==> src/rtl/fifo_pkg.sv <==
// Shared sizing helpers and default parameters for the fifo_flex family.
// Latency: n/a (compile-time constants only).
// Backpressure: n/a.
package fifo_pkg;

    localparam int DEF_WIDTH = 8;
    localparam int DEF_DEPTH = 16;

    // Pointer width; a depth of 1 would give $clog2 == 0, so keep at least one bit.
    function automatic int ptr_w(input int depth);
        return ($clog2(depth) > 1) ? $clog2(depth) : 1;
    endfunction

    // Level must be able to represent DEPTH itself, hence depth+1.
    function automatic int lvl_w(input int depth);
        return $clog2(depth + 1);
    endfunction

endpackage

==> src/rtl/fifo_flex_mem.sv <==
// Storage array for fifo_flex: DEPTH x WIDTH, one write port, one read port.
// Latency: REG_RD=1 -> read data one cycle after re; REG_RD=0 -> combinational.
// Backpressure: none; the caller guarantees addresses are in range.
// Ports: clk, rst (resets only the read register), we/waddr/wdata write port,
//        re/raddr read port, rdata read data.
module fifo_flex_mem #(
    parameter int WIDTH  = 8,
    parameter int DEPTH  = 16,
    parameter int AW     = 4,
    parameter bit REG_RD = 1'b1
) (
    input  logic             clk,
    input  logic             rst,
    input  logic             we,
    input  logic [AW-1:0]    waddr,
    input  logic [WIDTH-1:0] wdata,
    input  logic             re,
    input  logic [AW-1:0]    raddr,
    output logic [WIDTH-1:0] rdata
);

    // The array itself is intentionally not reset.
    logic [WIDTH-1:0] mem [DEPTH];

    always_ff @(posedge clk) begin
        if (we) begin
            mem[waddr] <= wdata;
        end
    end

    if (REG_RD) begin : g_reg_rd
        always_ff @(posedge clk) begin
            if (rst) begin
                rdata <= '0;
            end else if (re) begin
                rdata <= mem[raddr];
            end
        end
    end else begin : g_comb_rd
        logic unused_rd;
        assign unused_rd = rst ^ re;
        assign rdata     = mem[raddr];
    end

endmodule

==> src/rtl/fifo_flex.sv <==
// Single-clock FIFO: any depth >= 2, standard or FWFT read, level and threshold flags.
// Latency: write visible to read one edge later; standard dout one cycle after rd_en.
// Backpressure: writes rejected when full unless a read frees the slot in the same cycle.
// Ports: clk, rst (sync, active-high), wr_en/din write side, rd_en/dout read side,
//        full/empty/almost_full/almost_empty/level status, err_clr/overflow/underflow errors.
// Optional: define FIFO_FLEX_ERR_FLAGS_EN for sticky overflow/underflow flags.
module fifo_flex
    import fifo_pkg::*;
#(
    parameter int WIDTH     = DEF_WIDTH,
    parameter int DEPTH     = DEF_DEPTH,
    parameter int AFULL_TH  = DEPTH - 2,
    parameter int AEMPTY_TH = 2,
    parameter bit FWFT      = 1'b0
) (
    input  logic                      clk,
    input  logic                      rst,
    input  logic                      wr_en,
    input  logic [WIDTH-1:0]          din,
    input  logic                      rd_en,
    output logic [WIDTH-1:0]          dout,
    output logic                      full,
    output logic                      empty,
    output logic                      almost_full,
    output logic                      almost_empty,
    output logic [lvl_w(DEPTH)-1:0]   level,
    input  logic                      err_clr,
    output logic                      overflow,
    output logic                      underflow
);

    localparam int PW = ptr_w(DEPTH);
    localparam int LW = lvl_w(DEPTH);

    logic [PW-1:0]    wr_ptr;
    logic [PW-1:0]    rd_ptr;
    logic             wr_acc;
    logic             rd_acc;
    logic [WIDTH-1:0] mem_rdata;

    // Flags are decoded straight from the registered level.
    assign full         = (level == LW'(DEPTH));
    assign empty        = (level == '0);
    assign almost_full  = (level >= LW'(AFULL_TH));
    assign almost_empty = (level <= LW'(AEMPTY_TH));

    // When full, a concurrent read frees the slot the write lands in
    // (wr_ptr == rd_ptr); the old word is read before it is overwritten.
    assign rd_acc = rd_en && !empty;
    assign wr_acc = wr_en && (!full || rd_en);

    always_ff @(posedge clk) begin
        if (rst) begin
            wr_ptr <= '0;
            rd_ptr <= '0;
            level  <= '0;
        end else begin
            if (wr_acc) begin
                wr_ptr <= (wr_ptr == PW'(DEPTH - 1)) ? '0 : wr_ptr + 1'b1;
            end
            if (rd_acc) begin
                rd_ptr <= (rd_ptr == PW'(DEPTH - 1)) ? '0 : rd_ptr + 1'b1;
            end
            case ({wr_acc, rd_acc})
                2'b10:   level <= level + 1'b1;
                2'b01:   level <= level - 1'b1;
                default: level <= level;
            endcase
        end
    end

    fifo_flex_mem #(
        .WIDTH  (WIDTH),
        .DEPTH  (DEPTH),
        .AW     (PW),
        .REG_RD (!FWFT)
    ) u_mem (
        .clk   (clk),
        .rst   (rst),
        .we    (wr_acc),
        .waddr (wr_ptr),
        .wdata (din),
        .re    (rd_acc),
        .raddr (rd_ptr),
        .rdata (mem_rdata)
    );

    // In FWFT the head word is shown directly; force zero while empty so
    // stale memory contents never leak out after reset.
    if (FWFT) begin : g_fwft
        assign dout = empty ? '0 : mem_rdata;
    end else begin : g_std
        assign dout = mem_rdata;
    end

`ifdef FIFO_FLEX_ERR_FLAGS_EN
    // Set has priority over clear so a same-cycle event is never lost.
    always_ff @(posedge clk) begin
        if (rst) begin
            overflow  <= 1'b0;
            underflow <= 1'b0;
        end else begin
            if (wr_en && !wr_acc) begin
                overflow <= 1'b1;
            end else if (err_clr) begin
                overflow <= 1'b0;
            end
            if (rd_en && !rd_acc) begin
                underflow <= 1'b1;
            end else if (err_clr) begin
                underflow <= 1'b0;
            end
        end
    end
`else
    logic unused_err_clr;
    assign unused_err_clr = err_clr;
    assign overflow       = 1'b0;
    assign underflow      = 1'b0;
`endif

endmodule

==> config.mk <==
export PLATFORM = sky130hd
export DESIGN_NAME = fifo_flex
export DESIGN_NICKNAME = d
export VERILOG_FILES = /design/src/rtl/fifo_pkg.sv /design/src/rtl/fifo_flex_mem.sv /design/src/rtl/fifo_flex.sv
export SDC_FILE = /design/constraint.sdc
export NUM_CORES = 1
export LEC_CHECK = 0
export ABC_AREA = 1
export CORE_MARGIN = 2
export CORE_UTILIZATION = 55
export DETAILED_ROUTE_END_ITERATION = 10
export PLACE_DENSITY_LB_ADDON = 0.12
export SLEW_MARGIN = 20
export SYNTH_ARGS = -nofsm -noshare
export SYNTH_HDL_FRONTEND = slang
export SYNTH_HIERARCHICAL = 1
export SYNTH_SLANG_ARGS = --single-unit
==> constraint.sdc <==
create_clock -name clk -period 2.45 [get_ports clk]
set_clock_uncertainty 0.2 [all_clocks]
set_input_delay 0.245 -clock clk [delete_from_list [all_inputs] [get_ports clk]]
set_output_delay 0.245 -clock clk [all_outputs]
set_load 0.1 [all_outputs]
==> flow_metrics.py <==
metrics = {
    "synthesis": {
        "synth_area_per_cell_sq_um": 10.6,
        "synth_mux_area_frac": 0,
        "synth-simple-area-share": 0.258,
        "synth-async-reset-ratio": 0,
        "synth-main-ff-cell": "edfxtp_1",
        "ys_types": 34,
        "syn_inst": 613,
        "ys_ff_latch": 149,
        "synth_warnings": 6,
        "synth_adder_area_share": 0.0147,
        "synth_compound_area_frac": 0.0131,
        "ys_seq_area_frac": 0.658,
        "synthXorXnorAreaFrac": 0.00405,
        "synth_top_family_by_area": "simple AND/OR/NAND/NOR gates",
        "syn-cell-area_sq_um": 6480,
        "synth_edf_count": 128,
    },
    "critical_path": {
        "crit_fanout": 7,
        "setup.worst_path.start_class": "flop",
        "critPathMaxStageDelay_ns": 0.38,
        "critical_path.top_delay_family": "simple AND/OR/NAND/NOR gates",
        "cp_num_buf_inv": 2,
        "slowest_stage": "dfxtp_2",
        "cp.required_ns": 2.57,
        "worstPathCellList": "nor2_4 > nand3_4 > nand2_4 > inv_2 > ha_1 > ha_1 > or2_1 > nand3_1 > nand2_1 > o21ai_1 > inv_1",
        "crit_type": "reg -> reg",
        "endpoint_kind": "flop",
        "cp.arrival_ns": 2.37,
        "cp_common_cell": "ha_1",
    },
    "routing": {
        "dr.pass1.iters": 5,
        "wl_per_cell_microns": 17.1,
        "detail-route-antenna-nets": 0,
        "route.detailed.drc": 0,
        "wl_microns": 14000,
        "drt_iter0_markers": 421,
        "viasPerCell": 5.51,
        "vias": 4504,
    },
    "global_routing": {
        "grt_pass1_wl_microns": 22700,
        "grt_pass1_vias": 4455,
        "top_usage_layer": "met2",
        "grt_max_degree": 63,
        "grt_usage": 0.237,
        "grt_util_met3": 0.0556,
        "use_met1": 0.308,
        "gr-total-overflow": 0,
        "antenna_found_initial": 0,
        "use_met2": 0.392,
    },
    "sta": {
        "fin_ws_ns": 0.200,
        "tightest_slew_ns": 0.729,
        "timing.fmax_mhz": 444,
        "slew_headroom": 0.513,
        "maxSlewViolCount": 0,
        "hold_violations": 0,
        "finalSetupViolations": 0,
        "min_period_ns": 2.25,
        "rsz0062_at_grt": "false",
        "timing.final.crit_share": 0.918,
        "whs_ns": 0.340,
    },
    "run": {
        "maxCapViolations": 0,
    },
    "clock_tree": {
        "clock_latency_ns": 0.42,
        "path_clk_slew_ns": 0.06,
        "cts_setup_buffers": 0,
        "cts_resized": 0,
        "cts_hold_buf": 0,
        "cts_made_buffers": 17,
        "cts_root_buffer": "clkbuf_16",
        "cts.path.max_buffers": 2,
        "clock_sinks": 149,
        "htree_levels": 4,
        "cts_tree": "built",
    },
    "placement": {
        "pre_cts_ws_ns": -0.00537,
        "place_area_sq_um": 6950,
        "gp_congestion": 0.789,
        "hpwlAfterDp_microns": 8570,
        "numPortBuffers": 28,
    },
    "die": {
        "die_y_microns": 113,
        "initial_core_util": 0.565,
        "num_rows": 39,
        "dieArea_sq_um": 12700,
        "core-area_sq_um": 11500,
        "die_w_microns": 113,
        "boundaryPins": 32,
    },
    "layout": {
        "fillCellCount": 888,
        "fin_area_sq_um": 7540,
        "diodes": 0,
        "final_cell_mix": "nand2_1 (195), edfxtp_1 (128), nand3_1 (116), nor2_1 (48), buf_4 (43)",
        "final_common_cell": "nand2_1",
        "final_nets": 681,
        "synthToLayoutAreaGrowth_pct": 16.4,
        "drive_gt1_frac": 0.151,
    },
    "power_and_ir_drop": {
        "leakagePower_nw": 3.01,
        "power.density_nw_per_um2": 1140,
        "finalPower_w": 0.00859,
        "ir_worst_vdd_uv": 1230,
    },
    "run_status": {
        "status": "completed",
    },
    "min_path": {
        "hold_class": "reg -> reg",
    },
}
==> metrics by stage <==
stage	std cells	TNS [ns]	util
finish	817	0	0.658
global route	817	0	0.658
CTS	817	0	0.658
detailed placement	785	-0.00537	0.606
global placement	785	0	0.606
floorplan	614	0	-
==> where the power goes <==
part           switching, W  internal [W]  total [W]
Sequential         0.000172       0.00293    0.00310
Clock              0.000983       0.00160    0.00258
Combinational       0.00212      0.000787    0.00291
==> synthesized netlist by cell type (3+ instances only) <==
cell type,n,area (sq um)
nand2_1,195,732
edfxtp_1,128,3840
nand3_1,116,581
nor2_1,49,184
inv_1,24,90.1
dfxtp_1,21,420
buf_2,10,50.1
buf_6,10,113
buf_4,7,52.6
a21oi_1,6,30.0
ha_1,6,75.1
inv_2,5,18.8
o21ai_0,4,20.0
nand3b_1,3,22.5
nor2_2,3,18.8
nor2_4,3,33.8
==> area by class of cell <==
cell class | instances | area (sq um) | share of cell area
Clock buffer | 19 | 433 | 0.0574
Clock inverter | 13 | 159 | 0.0211
Inverter | 30 | 115 | 0.0153
Multi-Input combinational cell | 406 | 1890 | 0.251
Sequential cell | 149 | 4270 | 0.567
Tap cell | 143 | 179 | 0.0237
Timing Repair Buffer | 57 | 493 | 0.0654
==> registers in the layout (all words and copies together) (netlist names) <==
signal	cells
wr_ptr	4
rd_ptr	4
u_mem/rdata	8
level	5
u_mem/mem	128
==> kinds of logic (layout without fill, tap and decap cells) <==
| group | Yosys count | count (layout) |
|---|---|---|
| xor+xnor | 3 | 3 |
| other cells | 1 | 2 |
| simple gates | 379 | 379 |
| buf+inv | 59 | 119 |
| fa+ha+maj | 7 | 7 |
| flops | 149 | 149 |
| compound gates | 15 | 15 |
==> layer usage <==
metal,vias up,wire [microns]
met5,-,0
met4,0,260
met3,21,915
met2,157,6890
met1,2153,5910
li1,2173,-
==> tightest hold or removal path: stages (launching register included) <==
cell     delay, ns
dfxtp_1       0.35
nand2_1       0.09
a21oi_1       0.06
==> path summary, 6_finish.rpt <==
check / start / to / slack [ns] / cells after the start
min: rd_ptr[3] / rd_ptr[3] / 0.34 / 2
max: level[0] / level[3] / 0.20 / 11
max reg2reg: level[0] / level[3] / 0.20 / 11
min reg2reg: rd_ptr[3] / rd_ptr[3] / 0.34 / 2
(Power assumes the default switching activity.)
